===== src/rtl/fetch_dispatch_queue.sv =====
// Fetch-to-dispatch decoupling FIFO: first-word-fall-through head, valid/ready on both sides,
// single-cycle mispredict flush.
module fetch_dispatch_queue #(
   parameter int DEPTH  = 8,
   parameter int INSN_W = 32,
   parameter int PC_W   = 64
) (
   input  logic                     in_clk,
   input  logic                     in_rst,
   input  logic                     in_flush,
   input  logic                     in_fetch_valid,
   input  logic [INSN_W-1:0]        in_fetch_insnbits,
   input  logic [PC_W-1:0]          in_fetch_pc,
   input  logic [PC_W-1:0]          in_fetch_pred_pc,
   output logic                     out_fetch_ready,
   output logic                     out_dp_valid,
   output logic [INSN_W-1:0]        out_dp_insnbits,
   output logic [PC_W-1:0]          out_dp_pc,
   output logic [PC_W-1:0]          out_dp_pred_pc,
   input  logic                     in_dp_ready,
   output logic [$clog2(DEPTH):0]   out_count
);
   localparam int PTR_W = $clog2(DEPTH);
   localparam int CNT_W = PTR_W + 1;

   logic [INSN_W-1:0] insn_mem [DEPTH];
   logic [PC_W-1:0]   pc_mem   [DEPTH];
   logic [PC_W-1:0]   pred_mem [DEPTH];

   logic [PTR_W-1:0] head, tail;
   logic [CNT_W-1:0] count;
   logic             push, pop;

   // Ready looks only at the registered count, so a full queue refuses a push even
   // when dispatch pops in the same cycle.
   assign out_fetch_ready = (count != CNT_W'(DEPTH));
   assign out_dp_valid    = (count != '0);
   assign out_count       = count;

   assign push = in_fetch_valid & out_fetch_ready;
   assign pop  = out_dp_valid & in_dp_ready;

   assign out_dp_insnbits = insn_mem[head];
   assign out_dp_pc       = pc_mem[head];
   assign out_dp_pred_pc  = pred_mem[head];

   always_ff @(posedge in_clk) begin
      if (in_rst || in_flush) begin
         head  <= '0;
         tail  <= '0;
         count <= '0;
      end else begin
         if (push) tail <= tail + 1'b1;
         if (pop)  head <= head + 1'b1;
         count <= count + CNT_W'(push) - CNT_W'(pop);
      end
   end

   // Entry storage carries no reset; only pointers and count define occupancy.
   always_ff @(posedge in_clk) begin
      if (push && !in_rst && !in_flush) begin
         insn_mem[tail] <= in_fetch_insnbits;
         pc_mem[tail]   <= in_fetch_pc;
         pred_mem[tail] <= in_fetch_pred_pc;
      end
   end

   a_count_bound : assert property (@(posedge in_clk) disable iff (in_rst)
      count <= CNT_W'(DEPTH));
   a_ptr_eq : assert property (@(posedge in_clk) disable iff (in_rst)
      (head == tail) |-> (count == '0 || count == CNT_W'(DEPTH)));

endmodule


===== config.mk =====
export PLATFORM = sky130hd
export DESIGN_NAME = fetch_dispatch_queue
export DESIGN_NICKNAME = d
export VERILOG_FILES = /design/src/rtl/fetch_dispatch_queue.sv
export SDC_FILE = /design/constraint.sdc
export NUM_CORES = 1
export LEC_CHECK = 0
export CORE_UTILIZATION = 60
export CTS_BUF_LIST = sky130_fd_sc_hd__clkbuf_4 sky130_fd_sc_hd__clkbuf_8
export DETAILED_ROUTE_END_ITERATION = 7
export HOLD_SLACK_MARGIN = 0.03
export PLACE_DENSITY = 0.83
export SYNTH_ARGS = -nofsm -noshare
export SYNTH_HDL_FRONTEND = slang
export SYNTH_SLANG_ARGS = --single-unit

===== constraint.sdc =====
create_clock -name in_clk -period 21.5 [get_ports in_clk]
set_input_delay 4.3 -clock in_clk [delete_from_list [all_inputs] [get_ports in_clk]]
set_output_delay 4.3 -clock in_clk [all_outputs]
set_load 0.005 [all_outputs]

======== Yosys cells after proc, flatten, opt, wreduce, memory -nomap -nowiden ========
Memories as Yosys holds them, arrays and structs flattened. A register that Yosys moved wholly into a read port is not among the register bits.
Index checks and enable logic that the tools add are counted.
word-level totals
  bits in writable memories ............... 1280
  register bits after elaboration ......... 10
  bits of input ports ..................... 165
  output and inout bits ................... 166
  logic and storage cells ................. 27
  memories ................................ 3
cells by class
  mux-type cells .......................... 8
  $add $sub $neg .......................... 4
  bitwise operators ....................... 2
  equality and inequality tests ........... 1
  reduce and logical (&&, ||, !) cells .... 6
memory list
  memory    words  bits a word  read ports  clocked after memory_dff  wr ports  RTL line  text
  pc_mem    8      64           1           1                         1         27        logic [PC_W-1:0] pc_mem [DEPTH];
  pred_mem  8      64           1           1                         1         28        logic [PC_W-1:0] pred_mem [DEPTH];
  insn_mem  8      32           1           1                         1         26        logic [INSN_W-1:0] insn_mem [DEPTH];
operators by type and width
  cell                 count
  $mux 3               6
  $add 3x1->3 const B  2
  $add 4x1->4          1
  $ne 4x4->1 const B   1
  $reduce_bool 4->1    1
  $sub 4x1->4          1
  $and 1x1->1          2
  $logic_and 1x1->1    2
  $logic_not 1->1      2
  $mux 1               2
  $logic_or 1x1->1     1

======== Logic depth before layout (Yosys ltp) ========
Gate-level depths: netlist (run 1).
  word-level depth ........................ 6
  depth in mapped cells ................... 10
  mapped depth without buffers ............ 9

======== Least setup slack after synthesis (run 1) ========
OpenSTA, ideal clock, no wires.
  kind .................................... input port to flip-flop
  from .................................... input port in_rst
  to ...................................... memory insn_mem[0][0] (enable)
  setup time .............................. 876 ps
  required time ........................... 20624 ps
  buffers on the path ..................... 0
  arrival time ............................ 15479 ps
  setup slack ............................. 5145 ps
  stages .................................. 3
  path through ............................ nor2_1 nand4b_1 nor3_1
on the way
  longest elaborated chain between the ends .. 5
ends and longest elaborated chain
  element                         RTL line  text
  from (decl)                     9         input logic in_rst,
  $logic_not 1->1                 61        if (push && !in_rst && !in_flush) begin
  $logic_and 1x1->1 (2 in a row)  61
  $mux 1                          61
  $mux 1 (not written as such)    62        insn_mem[tail] <= in_fetch_insnbits;
  to (decl)                       26
Every way passes these cells.

==> reports/results.md, run 1 <==
| Quantity | Reported |
|:---|:---|
| Outcome | finished, final reports clean |
| Average size of a mapped cell | 25.8 um^2 |
| Post-layout minimum cycle time | 9.15 ns |
| #FFs+latches synth | 1293 |
| Class of the most critical hold timing path | flip-flop to flip-flop |
| WL final | 96400 um |
| Gate count of the mapped netlist | 1929 |
| Most used cells in the layout excluding fill and tap cells | edfxtp_1, clkdlybuf4s50_1, mux4_1 |
| Reported leakage power | 18.2 nW |
| PortBufs | 330 |
| Number of buffers inserted by post-CTS setup repair | 0 |
| Headroom to the max-slew limit | 13.5% |
| Leading register cell type out of synthesis | edfxtp_1 |
| Post-synth cell types | 30 |
| Worst-case vdd ir drop | 0.0742 mV |
| Clock power frac | 39.3% |
| Most frequent standard cell in the layout excluding fill and tap cells | edfxtp_1 |
| Busiest layer in global routing | met2 |
| Finish-stage setup viols | 0 |
| Clock Path Buffers | 3 |
| GR met2 Demand/Resource | 38.0% |
| Hold violation total from the final report | 0 |
| Clock tree skew after final layout | 0.0593 ns |
| H-tree depth | 4 |
| Routed wire per std cell | 26.6 um |
| Clock slew at the register clock pins of the worst setup and hold paths | 0.07 ns |
| Gpl congestion | 0.747 |
| Total of fill cells in the finished design | 4491 |
| Kind of end point of the critical path | primary output |
| Clock Sinks | 1293 |
| Worst-Skew Late Latency | 0.85 ns |
| Width of the chip | 290 um |
| Floorplan die height | 290 um |
| Nets in the synthesized netlist | 2102 |
| Overall Global Routing Usage | 23.2% |
| Sort of element at the start of the critical path | flip-flop |
| Post-cts hold buffer count | 0 |
| Switching Share | 20.2% |
| Required time of the critical path | 17.20 ns |
| Max Cap Violations | 0 |
| Worst reg2reg path startpoint | out_count[2]$_SDFF_PP0_ |
| Cells taking the most area after synthesis | edfxtp_1, mux4_1, mux4_2 |
| Critical-path maximum fanout | 59 |
| Share of final-layout standard cells stronger than drive strength 1 | 23.0% |
| Pint | 3.95 mW |
| Routed Antenna Nets | 0 |
| Met1 Resource Use GR | 30.3% |
| Pre-antenna DRT Iters | 5 |
| Area Overhead vs Synth | 16.3% |
| Worst slew pin tran | 1.30 ns |
| Post-route setup TNS | 0 ns |
| Arrival time of the worst setup path | 4.85 ns |
| Post-cts gate resize count | 0 |
| Clock tree from TritonCTS | yes |
| Share of the clock period used by the worst path after layout | 42.6% |
| Nets | 2563 |
| Initial DRC count | 1788 |
| Power per cell area | 85.6 mW/mm^2 |
| Number of vias in the routed layout | 22119 |
| Crit path kind | flip-flop to primary output |
| Sequential group share of total power | 56.5% |
| Top Ports | 331 |
| Portion of total power attributed to combinational logic | 4.2% |
| Largest area contributor in the netlist | edfxtp_1 |
| Switching power total | 1.00 mW |
| Number of antenna violations at the first check in global routing | 23 |
| RSZ-0062 raised after global routing | false |
| Number of enable flip-flop cells after synthesis | 1280 |
| Worst hold path startpoint | tail[2]$_SDFFE_PP0P_ |
| Netlist Area Pre-Place | 0.0498 mm^2 |
| Highest achievable clock rate | 0.109 GHz |
| Area used by sequential logic in the layout | 0.0387 mm^2 |
| Area used by multi-input combinational logic | 0.0104 mm^2 |
| First-pass GRT wire length | 143000 um |
| Vias per cell | 6.11 |
| Post-detailed-placement cell area | 0.0540 mm^2 |
| Final instance area | 0.0579 mm^2 |
| Pin count of the biggest net entering global routing | 191 |
| Area share of the leading cell type in the synthesized netlist | 77.2% |
| Met3 Track Usage GR | 6.23% |
| GR Overflow Total | 0 |
| Die Outline Area | 0.0841 mm^2 |
| Via count of the first global-routing pass | 23201 |
| Synth warnings | 0 |
| Post-synth ARST share | 0% |
| Share of synthesized area occupied by flip-flops and latches | 77.7% |
| Post-detailed-route DRC marker count | 0 |
| Floorplan row count | 105 |
| Area of the core region | 0.0821 mm^2 |
| Effective utilization at floorplan | 60.6% |
| Root Buffer | clkbuf_8 |
| Max Slew Vio Count | 0 |
| Sum of net half-perimeters after detailed placement | 51200 um |
| Clock buffer count from CTS | 192 |
[layout make-up]
class	count	area share [%]
diodes	12	0.0519
clock buffers	257	5.41
clock inverters	85	1.19
inverters	3	0.0195
multi-input cells	540	17.9
flip-flops and latches	1293	66.9
well taps	1070	2.31
repair buffers	360	6.18
[flip-flops by register name, indices dropped and copies added, names as in the netlist, named ones only]
name and cells:
insn_mem 256, out_count 4, pc_mem 512, tail 3, head 3, pred_mem 512
[per-stage QoR]
| step | utilization, % | hold WS, ns | instances | total power [mW] | setup WS [ns] |
|---|---|---|---|---|---|
| floorplan | - | 0.455 | 1929 | 2.93 | 5.15 |
| global placement | 65.8 | 0.477 | 3266 | 3.05 | 12.62 |
| detailed placement | 65.8 | 0.490 | 3266 | 3.06 | 12.50 |
| CTS | 70.4 | 0.501 | 3608 | 5.00 | 12.22 |
| global route | 70.5 | 0.541 | 3617 | 5.12 | 12.08 |
| finish | 70.5 | 0.503 | 3620 | 4.95 | 12.35 |
[power groups by stage]
stage	registers, mW	clock network [mW]	logic [mW]
final	2.80	1.95	0.209
after floorplan	2.85	0	0.0784
after detailed placement	2.85	0	0.210
after CTS	2.80	1.99	0.211
after global placement	2.85	0	0.203
after global routing	2.80	2.10	0.222
[critical path, stage by stage, from the launching register on]
cell,delay [ns]
dfxtp_4,0.70
buf_4,0.85
buf_4,0.86
mux4_1,0.65
mux2_2,0.28
clkdlybuf4s50_1,0.53
[path summary, 6_finish.rpt]
path         depth (start not counted)                        end  slack (ns)
min reg2reg                          2       tail[2]$_SDFFE_PP0P_        0.50
max                                  5              out_dp_pc[47]       12.35
min                                  2       tail[2]$_SDFFE_PP0P_        0.50
max reg2reg                          7  pred_mem[2][20]$_DFFE_PP_       17.17
[cell usage after synthesis, drive strengths merged, types with 2 or more instances]
master	instances
edfxtp	1280
mux4	320
mux2	160
buf	48
clkbuf	45
dfxtp	13
nand2	12
mux2i	10
ha	7
nor2	7
or3	5
inv	3
nand3	3
nor3	3
and2	2
nand2b	2
or3b	2
[logic make-up after synthesis]
group / after synthesis / synth area share (%)
flip-flops: 1293 / 77.7
multiplexers: 490 / 20.1
buffers and inverters: 96 / 1.52
AND/OR/NAND/NOR: 38 / 0.382
adder cells (fa/ha/maj): 8 / 0.216
AO/OA/AOI/OAI: 2 / 0.0251
XOR/XNOR: 2 / 0.0352
[per-layer routing]
metal / vias to the layer above / share of wire, % / wire [um]
met1: 11572 / 40 / 38100
met3: 197 / 7.2 / 6890
met5: - / 0.21 / 198
met4: 26 / 2.7 / 2600
met2: 819 / 50 / 48600
li1: 9505 / - / -
No activity file was read; power rests on OpenSTA's default activity.
==> inputs of run 2 (changes only) <==
--- a/config.mk
+++ b/config.mk
@@ -5,11 +5,11 @@
 export SDC_FILE = /design/constraint.sdc
 export NUM_CORES = 1
 export LEC_CHECK = 0
-export CORE_UTILIZATION = 60
+export CORE_UTILIZATION = 55
 export CTS_BUF_LIST = sky130_fd_sc_hd__clkbuf_4 sky130_fd_sc_hd__clkbuf_8
 export DETAILED_ROUTE_END_ITERATION = 7
 export HOLD_SLACK_MARGIN = 0.03
-export PLACE_DENSITY = 0.83
+export PLACE_DENSITY = 0.8
 export SYNTH_ARGS = -nofsm -noshare
 export SYNTH_HDL_FRONTEND = slang
 export SYNTH_SLANG_ARGS = --single-unit
==> constraint.sdc (replaced) <==
create_clock -name in_clk -period 7.5 [get_ports in_clk]
set_input_delay 1.5 -clock in_clk [delete_from_list [all_inputs] [get_ports in_clk]]
set_output_delay 1.5 -clock in_clk [all_outputs]
set_load 0.005 [all_outputs]
==> reports/results.md, run 2 (synthesis gave the netlist of run 1 again) <==
| Quantity | Reported | Delta |
|:---|:---|:---|
| Outcome | finished, final reports clean |  |
| Combined buffer and inverter count along the critical path | 2 | -1 |
| Clock slew at the register clock pins of the worst setup and hold paths | 0.06 ns | about the same |
| Post-detailed-placement cell area | 0.0544 mm^2 | +0.66% |
| Required time of the critical path | 6.00 ns | -11.20 ns |
| Finish-stage setup viols | 0 | unchanged |
| Area of the core region | 0.0891 mm^2 | +8.5% |
| Floorplan die height | 303 um | +4.4% |
| Worst reg2reg path startpoint | out_count[2]$_SDFF_PP0_ |  |
| Kind of end point of the critical path | primary output |  |
| GR Overflow Total | 0 | unchanged |
| Post-layout minimum cycle time | 5.48 ns |  |
| Max Slew Vio Count | 0 | unchanged |
| RSZ-0062 raised after global routing | false |  |
| Post-detailed-route DRC marker count | 0 | unchanged |
| Clock Path Buffers | 3 | unchanged |
| Worst-case vdd ir drop | 0.166 mV | +120% |
| Sort of element at the start of the critical path | flip-flop |  |
| Most frequent standard cell in the layout excluding fill and tap cells | edfxtp_1 |  |
| Sequential group share of total power | 56.9% | +0.4 points |
| Slack of the worst reg-to-reg path | 4.35 ns | -12.82 ns |
| Clock Sinks | 1293 | unchanged |
| Worst-Skew Late Latency | 0.84 ns | about the same |
| Max Cap Violations | 0 | unchanged |
| Effective utilization at floorplan | 55.9% | -4.7 points |
| Share of final-layout standard cells stronger than drive strength 1 | 23.1% | +0.12 points |
| Vias per cell | 5.93 | -2.9% |
| Nets | 2569 | +0.23% |
| Most used cells in the layout excluding fill and tap cells | edfxtp_1, clkdlybuf4s50_1, mux4_1 |  |
| Utilization after layout | 65.3% | -5.2 points |
| Root Buffer | clkbuf_8 |  |
| Hold violation total from the final report | 0 | unchanged |
| WL final | 97700 um | +1.4% |
| Number of logic stages on the critical path including buffering | 4 | -1 |
| Destination of the critical timing path | out_dp_pc[54] |  |
| Headroom to the max-slew limit | 6.95% | -6.6 points |
| Gpl congestion | 0.757 | +1.4% |
| Final instance area | 0.0581 mm^2 | +0.44% |
| H-tree depth | 4 | unchanged |
| Delay-heaviest family, CP | buffers and inverters |  |
| Via count of the first global-routing pass | 23462 | +1.1% |
| Number of vias in the routed layout | 22027 | -0.42% |
| Reported leakage power | 18.3 nW | +0.13% |
| Switching Share | 20.5% | +0.29 points |
| Path depth of the worst reg2reg path | 6 | -1 |
| Number of buffers inserted by post-CTS setup repair | 0 | unchanged |
| Worst slew pin tran | 1.40 ns | +0.0986 ns |
| Biggest cell delay along the critical path | 0.79 ns | -0.07 ns |
| Floorplan row count | 109 | +3.8% |
| Switching power total | 2.89 mW | +190% |
| Top Ports | 331 | unchanged |
| Area Overhead vs Synth | 16.8% |  |
| Routed wire per std cell | 26.3 um | -1.2% |
| Post-route setup TNS | 0 ns | unchanged |
| Cell with the biggest individual delay on the critical path | dfxtp_4 |  |
| Die Outline Area | 0.0917 mm^2 | +9.0% |
| Portion of total power attributed to combinational logic | 4.3% | about the same |
| Largest regs | pc_mem x512, pred_mem x512, insn_mem x256 |  |
| Arrival time of the worst setup path | 3.98 ns | -0.87 ns |
| Crit path kind | flip-flop to primary output |  |
| Cell Chain, Critical Path | buf_12 > mux4_1 > mux2_2 > clkdlybuf4s50_1 |  |
| Critical-path maximum fanout | 122 | +110% |
| Setup WS post-layout | 2.02 ns | -10.33 ns |
| Highest achievable clock rate | 0.182 GHz |  |
| Clock power frac | 38.8% | -0.5 points |
| Pint | 11.2 mW | +180% |
| Number of antenna violations at the first check in global routing | 14 | -39% |
| Final hold slack | 0.493 ns | -0.0105 ns |
| Pin count of the biggest net entering global routing | 185 | -3.1% |
| Clock tree skew after final layout | 0.0284 ns | -0.0309 ns |
| First-pass GRT wire length | 144000 um | +0.39% |
| Width of the chip | 303 um | +4.4% |
| Clock buffer count from CTS | 196 | +2.1% |
| Sum of net half-perimeters after detailed placement | 51800 um | +1.2% |
| Overall Global Routing Usage | 21.5% | -1.7 points |
| Share of the clock period used by the worst path after layout | 73.1% |  |
| Clock tree from TritonCTS | yes |  |
| Post-cts hold buffer count | 0 | unchanged |
| Worst reg2reg endpoint | pred_mem[1][43]$_DFFE_PP_ |  |
| Routed Antenna Nets | 0 | unchanged |
| Initial DRC count | 1504 | -16% |
| Worst slack after detailed placement | 2.39 ns | -10.11 ns |
| PortBufs | 330 | unchanged |
| Pre-antenna DRT Iters | 5 | unchanged |
| Class of the most critical hold timing path | flip-flop to flip-flop |  |
| Post-cts gate resize count | 0 | unchanged |
| Power per cell area | 243 mW/mm^2 | +180% |
run 2: cell count changes in the layout (fill, tap and decap cells not counted), sizes merged:
cell      delta
clkinvlp     +1
bufinv       -5
buf          +2
diode        -9
clkinv      +10
run 2: power by group through the flow:
stage	Clock, mW	Sequential (mW)	Combinational, mW
global route	5.91	8.02	0.650
finish	5.48	8.02	0.609
floorplan	0	8.17	0.225
detailed placement	0	8.17	0.612
CTS	5.61	8.02	0.616
global placement	0	8.17	0.591
run 2: layer usage:
| metal | track usage [%] | routed length (um) | share of wire, % |
|---|---|---|---|
| met1 | 29.2 | 40700 | 42 |
| met2 | 34.5 | 48400 | 49 |
| met3 | 5.64 | 6670 | 6.8 |
| met4 | 6.98 | 1880 | 1.9 |
| met5 | 0 | 140 | 0.14 |
run 2: worst reg2reg max path: stages, from the launching register on:
cell and delay (ns):
dfxtp_1 0.32, inv_1 0.08, ha_1 0.20, or3b_1 0.27
nand4b_1 0.41, nor2_4 1.00, buf_12 0.42
run 2: worst min path at each step:
stage | start | to | slack (ns) | cells after the start
after CTS | tail[2]$_SDFFE_PP0P_ | tail[2]$_SDFFE_PP0P_ | 0.49 | 2
after global routing | tail[2]$_SDFFE_PP0P_ | tail[2]$_SDFFE_PP0P_ | 0.51 | 2
after floorplan | tail[2]$_SDFFE_PP0P_ | tail[2]$_SDFFE_PP0P_ | 0.45 | 2
after global placement | head[1]$_SDFFE_PP0P_ | flip-flop | 0.47 | 2
after detailed placement | tail[2]$_SDFFE_PP0P_ | tail[2]$_SDFFE_PP0P_ | 0.48 | 2
final | tail[2]$_SDFFE_PP0P_ | tail[2]$_SDFFE_PP0P_ | 0.49 | 2
run 2: stage by stage:
| step | total power [mW] | cells |
|---|---|---|
| 2_1_floorplan | 8.40 | 1929 |
| 3_3_place_gp | 8.76 | 3363 |
| 3_5_place_dp | 8.78 | 3363 |
| 4_1_cts | 14.2 | 3711 |
| 5_1_grt | 14.6 | 3714 |
| 6_report | 14.1 | 3714 |
run 2: cell type report:
cell class	instances	area, um^2
Sequential cell	1293	38700
Timing Repair Buffer	362	3810
Clock buffer	257	3200
Antenna cell	3	7.51
Multi-Input combinational cell	540	10400
Inverter	3	11.3
Clock inverter	91	539
Fill cell	5430	30900
Tap cell	1165	1460
==> inputs of run 3 (changes only) <==
--- a/config.mk
+++ b/config.mk
@@ -5,11 +5,11 @@
 export SDC_FILE = /design/constraint.sdc
 export NUM_CORES = 1
 export LEC_CHECK = 0
-export CORE_UTILIZATION = 55
+export CORE_UTILIZATION = 60
 export CTS_BUF_LIST = sky130_fd_sc_hd__clkbuf_4 sky130_fd_sc_hd__clkbuf_8
 export DETAILED_ROUTE_END_ITERATION = 7
 export HOLD_SLACK_MARGIN = 0.03
-export PLACE_DENSITY = 0.8
+export PLACE_DENSITY = 0.83
 export SYNTH_ARGS = -nofsm -noshare
 export SYNTH_HDL_FRONTEND = slang
 export SYNTH_SLANG_ARGS = --single-unit
==> constraint.sdc (replaced) <==
create_clock -name in_clk -period 5.1 [get_ports in_clk]
set_input_delay 1.02 -clock in_clk [delete_from_list [all_inputs] [get_ports in_clk]]
set_output_delay 1.02 -clock in_clk [all_outputs]
set_load 0.005 [all_outputs]
==> reports/results.md, run 3 (synthesis gave the netlist of run 1 again) <==
| Quantity | Reported | Delta |
|:---|:---|:---|
| Die Outline Area | 0.0841 mm^2 | -8.3% |
| Via count of the first global-routing pass | 23704 | +1.0% |
| Post-layout minimum cycle time | 4.48 ns |  |
| Arrival time of the worst setup path | 3.46 ns | -0.52 ns |
| Post-route setup TNS | 0 ns | unchanged |
| Floorplan die height | 290 um | -4.2% |
| Reported leakage power | 18.4 nW | +0.68% |
| Clock Sinks | 1293 | unchanged |
| Sum of net half-perimeters after detailed placement | 52900 um | +2.1% |
| Hold violation total from the final report | 0 | unchanged |
| Effective utilization at floorplan | 60.6% | +4.7 points |
| Post-detailed-route DRC marker count | 0 | unchanged |
| Floorplan row count | 105 | -3.7% |
| Critical-path maximum fanout | 100 | -18% |
| Most used cells in the layout excluding fill and tap cells | edfxtp_1, clkdlybuf4s50_1, mux4_1 |  |
| Highest achievable clock rate | 0.223 GHz |  |
| Clock slew at the register clock pins of the worst setup and hold paths | 0.06 ns | about the same |
| Routed wire per std cell | 26.9 um | +2.2% |
| WL final | 98100 um | +0.36% |
| Required time of the critical path | 4.08 ns | -1.92 ns |
| Crit path kind | flip-flop to primary output |  |
| Worst-case vdd ir drop | 0.308 mV | +86% |
| Largest regs | pc_mem x512, pred_mem x512, insn_mem x256 |  |
| Post-cts gate resize count | 0 | unchanged |
| Class of the most critical hold timing path | flip-flop to flip-flop |  |
| Max Cap Violations | 0 | unchanged |
| Number of antenna violations at the first check in global routing | 18 | +4 |
| Headroom to the max-slew limit | 44.5% | +38 points |
| Worst-Skew Late Latency | 0.82 ns | -0.02 ns |
| Most frequent standard cell in the layout excluding fill and tap cells | edfxtp_1 |  |
| Setup WS post-layout | 0.616 ns | -1.40 ns |
| Root Buffer | clkbuf_8 |  |
| Post-cts hold buffer count | 0 | unchanged |
| Routed Antenna Nets | 0 | unchanged |
| Worst slew pin tran | 0.832 ns | -0.564 ns |
| Gpl congestion | 0.746 | -1.4% |
| Clock Path Buffers | 3 | unchanged |
| Kind of end point of the critical path | primary output |  |
| Area Overhead vs Synth | 17.1% |  |
| Cell Chain, Critical Path | buf_12 > mux4_1 > mux2_2 > clkdlybuf4s50_1 |  |
| Biggest cell delay along the critical path | 0.65 ns | -0.14 ns |
| Overall Global Routing Usage | 23.6% | +2.1 points |
| Share of final-layout standard cells stronger than drive strength 1 | 23.4% | +0.27 points |
| Pre-antenna DRT Iters | 5 | unchanged |
| Width of the chip | 290 um | -4.2% |
| Initial DRC count | 1799 | +20% |
| Worst slack after detailed placement | 1.36 ns | -1.03 ns |
| Sort of element at the start of the critical path | flip-flop |  |
| Number of vias in the routed layout | 22234 | +0.94% |
| Delay-heaviest family, CP | buffers and inverters |  |
| Power per cell area | 358 mW/mm^2 | +47% |
| GR Overflow Total | 0 | unchanged |
| Clock tree from TritonCTS | yes |  |
| RSZ-0062 raised after global routing | false |  |
| Area of the core region | 0.0821 mm^2 | -7.8% |
| PortBufs | 330 | unchanged |
| Max Slew Vio Count | 0 | unchanged |
| H-tree depth | 4 | unchanged |
| Outcome | finished, final reports clean |  |
| Share of the clock period used by the worst path after layout | 87.9% |  |
| Finish-stage setup viols | 0 | unchanged |
| Combined buffer and inverter count along the critical path | 2 | unchanged |
| Nets | 2582 | +0.51% |
| Clock buffer count from CTS | 194 | -1.0% |
| Pin count of the biggest net entering global routing | 101 | -45% |
| Cell with the biggest individual delay on the critical path | mux4_1 |  |
| First-pass GRT wire length | 145000 um | +1.0% |
| Vias per cell | 6.09 | +2.8% |
| Top Ports | 331 | unchanged |
| Clock tree skew after final layout | 0.0386 ns | +0.0102 ns |
| Number of buffers inserted by post-CTS setup repair | 0 | unchanged |
[run 3: changes by cell type in the layout (fill, tap and decap cells not counted), sizes merged]
| cell | delta |
|---|---|
| buf | +15 |
| clkinv | +8 |
| diode | +7 |
| inv | -3 |
| bufinv | +2 |
| clkbuf | +2 |
| clkinvlp | -2 |
[run 3: final cells by class]
cell class	count	area, um^2
multi-input combinational	540	10400
antenna	10	25.0
fill	4436	23800
sequential	1293	38700
clock inverter	96	652
inverter	3	11.3
timing repair buffer	377	3990
tap	1070	1340
clock buffer	259	3160
[run 3: worst register-to-register path, cell delays in order, from the launching register on]
cell	delay, ns
dfxtp_1	0.33
inv_1	0.08
ha_1	0.18
or3b_1	0.28
nand4b_1	0.42
nor3_4	0.42
buf_12	0.42
[run 3: per-layer routing]
layer  share of wire (%)  track usage, %
met1                  39            30.8
met2                  51            38.9
met3                 7.1            5.91
met4                 2.3            8.85
met5                0.13               0
[run 3: final timing paths]
kind / startpoint / to / slack, ns / depth (start not counted)
worst max-delay path: flip-flop / out_dp_pred_pc[8] / 0.62 / 4
worst min-delay path: head[1]$_SDFFE_PP0P_ / head[1]$_SDFFE_PP0P_ / 0.51 / 2
worst max register to register: out_count[2]$_SDFF_PP0_ / pred_mem[0][43]$_DFFE_PP_ / 2.35 / 6
worst min register to register: head[1]$_SDFFE_PP0P_ / head[1]$_SDFFE_PP0P_ / 0.51 / 2
[run 3: stage by stage]
step / cell area (um^2) / total power, mW / std cells / hold slack [ns] / utilization [%]
floorplan: 49800 / 12.3 / 1929 / 0.455 / -
global placement: 54400 / 12.9 / 3283 / 0.473 / 66.3
detailed placement: 54400 / 12.9 / 3283 / 0.490 / 66.3
CTS: 58300 / 21.0 / 3638 / 0.502 / 71.0
global route: 58300 / 21.6 / 3646 / 0.544 / 71.0
finish: 58300 / 20.9 / 3648 / 0.508 / 71.0
[run 3: report_power, final]
group	internal (mW)	switching, mW	leakage (nW)	total (mW)
Sequential	11.8	0.0364	11.6	11.8
Clock	4.32	3.83	2.00	8.16
Combinational	0.487	0.410	4.75	0.897
